### config.mk
export PLATFORM = sky130hd
export DESIGN_NAME = reg_wb_arbiter
export DESIGN_NICKNAME = d
export VERILOG_FILES = /design/src/rtl/reg_wb_arbiter.sv
export SDC_FILE = /design/constraint.sdc
export NUM_CORES = 1
export LEC_CHECK = 0
export ABC_CLOCK_PERIOD_IN_PS = 2530
export CAP_MARGIN = 40
export CORE_MARGIN = 2
export CORE_UTILIZATION = 40
export DETAILED_ROUTE_END_ITERATION = 7
export HOLD_SLACK_MARGIN = 0.1
export PLACE_DENSITY_LB_ADDON = 0.2
export SKIP_CTS_REPAIR_TIMING = 1
export SLEW_MARGIN = 15
export SYNTH_ARGS = -nofsm -noshare
export SYNTH_HDL_FRONTEND = slang
export SYNTH_SLANG_ARGS = --single-unit
### constraint.sdc
create_clock -name clk -period 2.53 [get_ports clk]
set_input_delay 0.3795 -clock clk [delete_from_list [all_inputs] [get_ports clk]]
set_output_delay 0.3795 -clock clk [all_outputs]
set_load 0.01 [all_outputs]
### src/rtl/reg_wb_arbiter.sv
// Writeback arbiter and scoreboard: round-robin sharing of the register bank write port
// between the ALU (A) and load unit (B), with busy tracking and hazard stall for issue.
module reg_wb_arbiter #(
    parameter int unsigned WIDTH     = 32,
    parameter int unsigned ADD_WIDTH = 5,
    parameter int unsigned DEPTH     = 15
) (
    input  logic                 clk,
    input  logic                 rst,
    input  logic                 issue_valid,
    input  logic [ADD_WIDTH-1:0] issue_rd,
    input  logic [ADD_WIDTH-1:0] issue_rs1,
    input  logic [ADD_WIDTH-1:0] issue_rs2,
    output logic                 issue_stall,
    input  logic                 a_valid,
    input  logic [ADD_WIDTH-1:0] a_reg,
    input  logic [WIDTH-1:0]     a_data,
    output logic                 a_ready,
    input  logic                 b_valid,
    input  logic [ADD_WIDTH-1:0] b_reg,
    input  logic [WIDTH-1:0]     b_data,
    output logic                 b_ready,
    output logic                 w_en,
    output logic [ADD_WIDTH-1:0] w_reg,
    output logic [WIDTH-1:0]     w_data,
    output logic [DEPTH-1:0]     busy,
    output logic                 err
);

    localparam int unsigned        NREG    = 1 << ADD_WIDTH;
    localparam logic [ADD_WIDTH:0] DEPTH_W = (ADD_WIDTH + 1)'(DEPTH);
    localparam logic               LAST_A  = 1'b0;
    localparam logic               LAST_B  = 1'b1;

    logic [DEPTH-1:0]     busy_q, busy_d;
    logic                 last_q, last_d;
    logic                 w_en_q, w_en_d;
    logic [ADD_WIDTH-1:0] w_reg_q, w_reg_d;
    logic [WIDTH-1:0]     w_data_q, w_data_d;
    logic                 err_q, err_d;

    logic [NREG-1:0]      busy_ext;
    logic                 issue_fire;
    logic [ADD_WIDTH-1:0] sel_reg;
    logic [WIDTH-1:0]     sel_data;
    logic                 sel_in_range;

    // Zero-extended view so out-of-range addresses read as not busy
    assign busy_ext = NREG'(busy_q);

    assign issue_stall = rst | (issue_valid & (busy_ext[issue_rs1] | busy_ext[issue_rs2]
                                               | busy_ext[issue_rd]));
    assign issue_fire  = issue_valid & ~issue_stall;

    assign a_ready = ~rst & a_valid & (~b_valid | (last_q == LAST_B));
    assign b_ready = ~rst & b_valid & (~a_valid | (last_q == LAST_A));

    assign sel_reg      = b_ready ? b_reg  : a_reg;
    assign sel_data     = b_ready ? b_data : a_data;
    assign sel_in_range = {1'b0, sel_reg} < DEPTH_W;

    // Next-state for write stage, grant pointer and scoreboard
    always_comb begin
        busy_d   = busy_q;
        last_d   = last_q;
        w_en_d   = 1'b0;
        w_reg_d  = w_reg_q;
        w_data_d = w_data_q;
        err_d    = 1'b0;

        if (a_ready || b_ready) begin
            last_d   = b_ready ? LAST_B : LAST_A;
            w_reg_d  = sel_reg;
            w_data_d = sel_data;
            w_en_d   = sel_in_range && (sel_reg != '0);
            err_d    = ~sel_in_range;
        end

        // Clear on the bank write edge; issue never targets a busy register, so no conflict
        for (int unsigned r = 1; r < DEPTH; r++) begin
            if (w_en_q && (w_reg_q == ADD_WIDTH'(r))) begin
                busy_d[r] = 1'b0;
            end
            if (issue_fire && (issue_rd == ADD_WIDTH'(r))) begin
                busy_d[r] = 1'b1;
            end
        end
        busy_d[0] = 1'b0;
    end

    always_ff @(posedge clk) begin
        if (rst) begin
            busy_q   <= '0;
            last_q   <= LAST_B;
            w_en_q   <= 1'b0;
            w_reg_q  <= '0;
            w_data_q <= '0;
            err_q    <= 1'b0;
        end else begin
            busy_q   <= busy_d;
            last_q   <= last_d;
            w_en_q   <= w_en_d;
            w_reg_q  <= w_reg_d;
            w_data_q <= w_data_d;
            err_q    <= err_d;
        end
    end

    assign w_en   = w_en_q;
    assign w_reg  = w_reg_q;
    assign w_data = w_data_q;
    assign busy   = busy_q;
    assign err    = err_q;

endmodule

==> run_results.csv <==
group,metric,value,unit
power,clkPwrFrac,28.8,%
place,io_buffers,149,
cts,cts_tree,"built",
cts,clk_pin_slew_worst_paths,0.10,ns
global_route,grt_pass1_wl,14.4,mm
drt,wire_per_inst,15.7,µm
min_path,hp-class,"in2reg",
cts,htreeDepth,2,
drt,drtAntennaViolNets,0,
critical_path,crit_required,2.15,ns
timing,rsz0062_at_grt,"true",
yosys,synth_top_area_cell,"dfxtp_1",
timing,period_minus_slack,2.52,ns
drt,drc,0,
layout,diodes,0,
cts,clockBufferDepth,2,
timing,setup_violations,0,
power,p_per_area,437,nW/µm²
yosys,synth_cell_type_count,42,
timing,fmax,397,MHz
global_route,gr-total-overflow,0,
power,p_total,2080,µW
timing,tightest_slew,0.605,ns
timing,skew,0.00906,ns
timing,slew_violations,0,
layout,drive_gt1_share,13.6,%
power,switching_share,25.8,%
layout,area_growth,63.1,%
cts,numCtsBuffers,5,
layout,largest_reg_flops,32,
cts,cts_root_buf,"clkbuf_8",
yosys,synth_warnings,0,
yosys,synth_most_common_cell,"dfxtp_1",
drt,dr_total_vias,2967,
layout,fin_area,4770,µm²
power,netSwitchingPower,537,µW
yosys,synth_commonest_cells,"54 x dfxtp_1, 41 x nor2_1, 40 x mux2i_1, 36 x a211oi_1, 23 x nand2_1",
power,pwr-share-seq,45.4,%
layout,nNetsFinal,573,
yosys,ys_seq_elements,54,
timing,final.setup.tns,0,ns
yosys,synthFlopType,"dfxtp_1",
flow_run,drv_cap,0,
timing,max_slew_margin,59.3,%
die,die-area,8010,µm²
die,core-area,7180,µm²
power,p_leak,0.00181,µW
critical_path,critPathKind,"reg2out",
layout,n_fill_cell,610,
yosys,synth_edf_count,0,
drt,drt_iter0_drc,79,
place,dpl.hpwl,6.98,mm
run_status,run_status,"finished, final reports clean",
drt,dr.pass1.iters,4,
yosys,syn_area_per_cell,9.08,µm²
power,combinationalPowerShare,25.9,%
critical_path,crit_path_start_kind,"flip-flop",
yosys,seq_area_frac_synth,37.0,%
power,ir_drop,299,µV
global_route,grt_pass1_vias,2996,
global_route,grt_max_degree,46,
yosys,synthTopCellsByArea,"dfxtp_1 37%, mux2i_1 14%, a211oi_1 9.2%",
global_route,antenna_found_initial,0,
drt,routed_wl,9.10,mm
timing,hold_viol,0,
place,place_area,4630,µm²
layout,multi_input_area,1700,µm²
die,die_w,89.5,µm
cts,cts_sinks,54,
power,internal-power,1550,µW
critical_path,cp-end-kind,"output pin",
layout,seqCellArea,1090,µm²
die,io_pins,151,
critical_path,critPathArrivalTime,2.14,ns
timing,period_share,99.6,%
drt,via_per_inst,5.13,
timing,whs,0.326,ns
die,rows,31,
cts,clk_latency,0.30,ns
yosys,netlist.area_leader.share,37.0,%
global_route,grt_use_total,23.1,%
critical_path,crit_fanout,5,
yosys,netlist_area,2920,µm²
yosys,async_flop_share,0,%
place,gp_congestion,0.892,
yosys,synthCells,322,
yosys,syn-num-nets,416,
die,start_util,40.7,%
die,die_height,89.5,µm
[worst paths after layout]
kind,startpoint,end,slack [ns],cells past startpoint
max,busy[5],issue_stall,0.01,6
min,rst,last_q,0.33,3
min reg2reg,last_q,last_q,0.51,2
max reg2reg,busy[5],busy[4],0.51,6
[power groups by stage]
stage	Combinational (µW)	Sequential (µW)	Clock (µW)
2_1_floorplan	207	981	0
3_3_place_gp	533	962	0
3_5_place_dp	541	963	0
4_1_cts	544	946	613
5_1_grt	582	953	643
6_report	539	945	599
[layout make-up]
class | count | area share (%)
multi-input cells | 234 | 35.8
clock inverters | 1 | 0.630
inverters | 7 | 0.551
repair buffers | 177 | 35.9
well taps | 99 | 2.60
clock buffers | 6 | 1.73
flip-flops and latches | 54 | 22.8
[layout by cell type (no fill, tap or decap), types with 7 or more instances in the layout]
cell type        netlist  routed
a211oi_1              36      36
buf_4                  1      27
clkdlybuf4s50_1        0     141
dfxtp_1               54      51
inv_1                  7       7
mux2i_1               40      40
nand2_1               23      23
nand3b_1              19      19
nor2_1                41      41
o21ai_2               10      10
[metrics by stage]
stage	utilization, %	std cells	setup slack [ns]
after CTS	66.1	578	-0.732
after detailed placement	64.5	571	-0.724
after global placement	64.5	571	-0.700
after floorplan	-	322	0.237
final	66.4	578	0.0102
after global routing	66.4	578	-0.0427
[worst max-delay path, cell delays in order (launching register included)]
cell and delay [ns]:
dfxtp_4 0.38, mux4_2 0.47, o2111ai_2 0.21, o41ai_2 0.11, or3_4 0.38, a21o_1 0.16
buf_2 0.13
[cell families after synthesis]
logic type	synth area share [%]
other cells	0.128
flops	37.0
simple gates	20.5
compound gates	18.1
buf+inv	5.27
mux	19.1
[metal layers]
metal  global-route usage (%)  part of all wire (%)  up-vias  wire (µm)
met4                     5.16                   1.1        0         96
met2                     40.9                    50       96       4550
met1                     27.5                    42     1370       3810
met5                        0                     0        -          0
met3                     6.93                   7.1        9        645
li1                         -                     -     1492          -
Power figures use the tool's default switching activity.
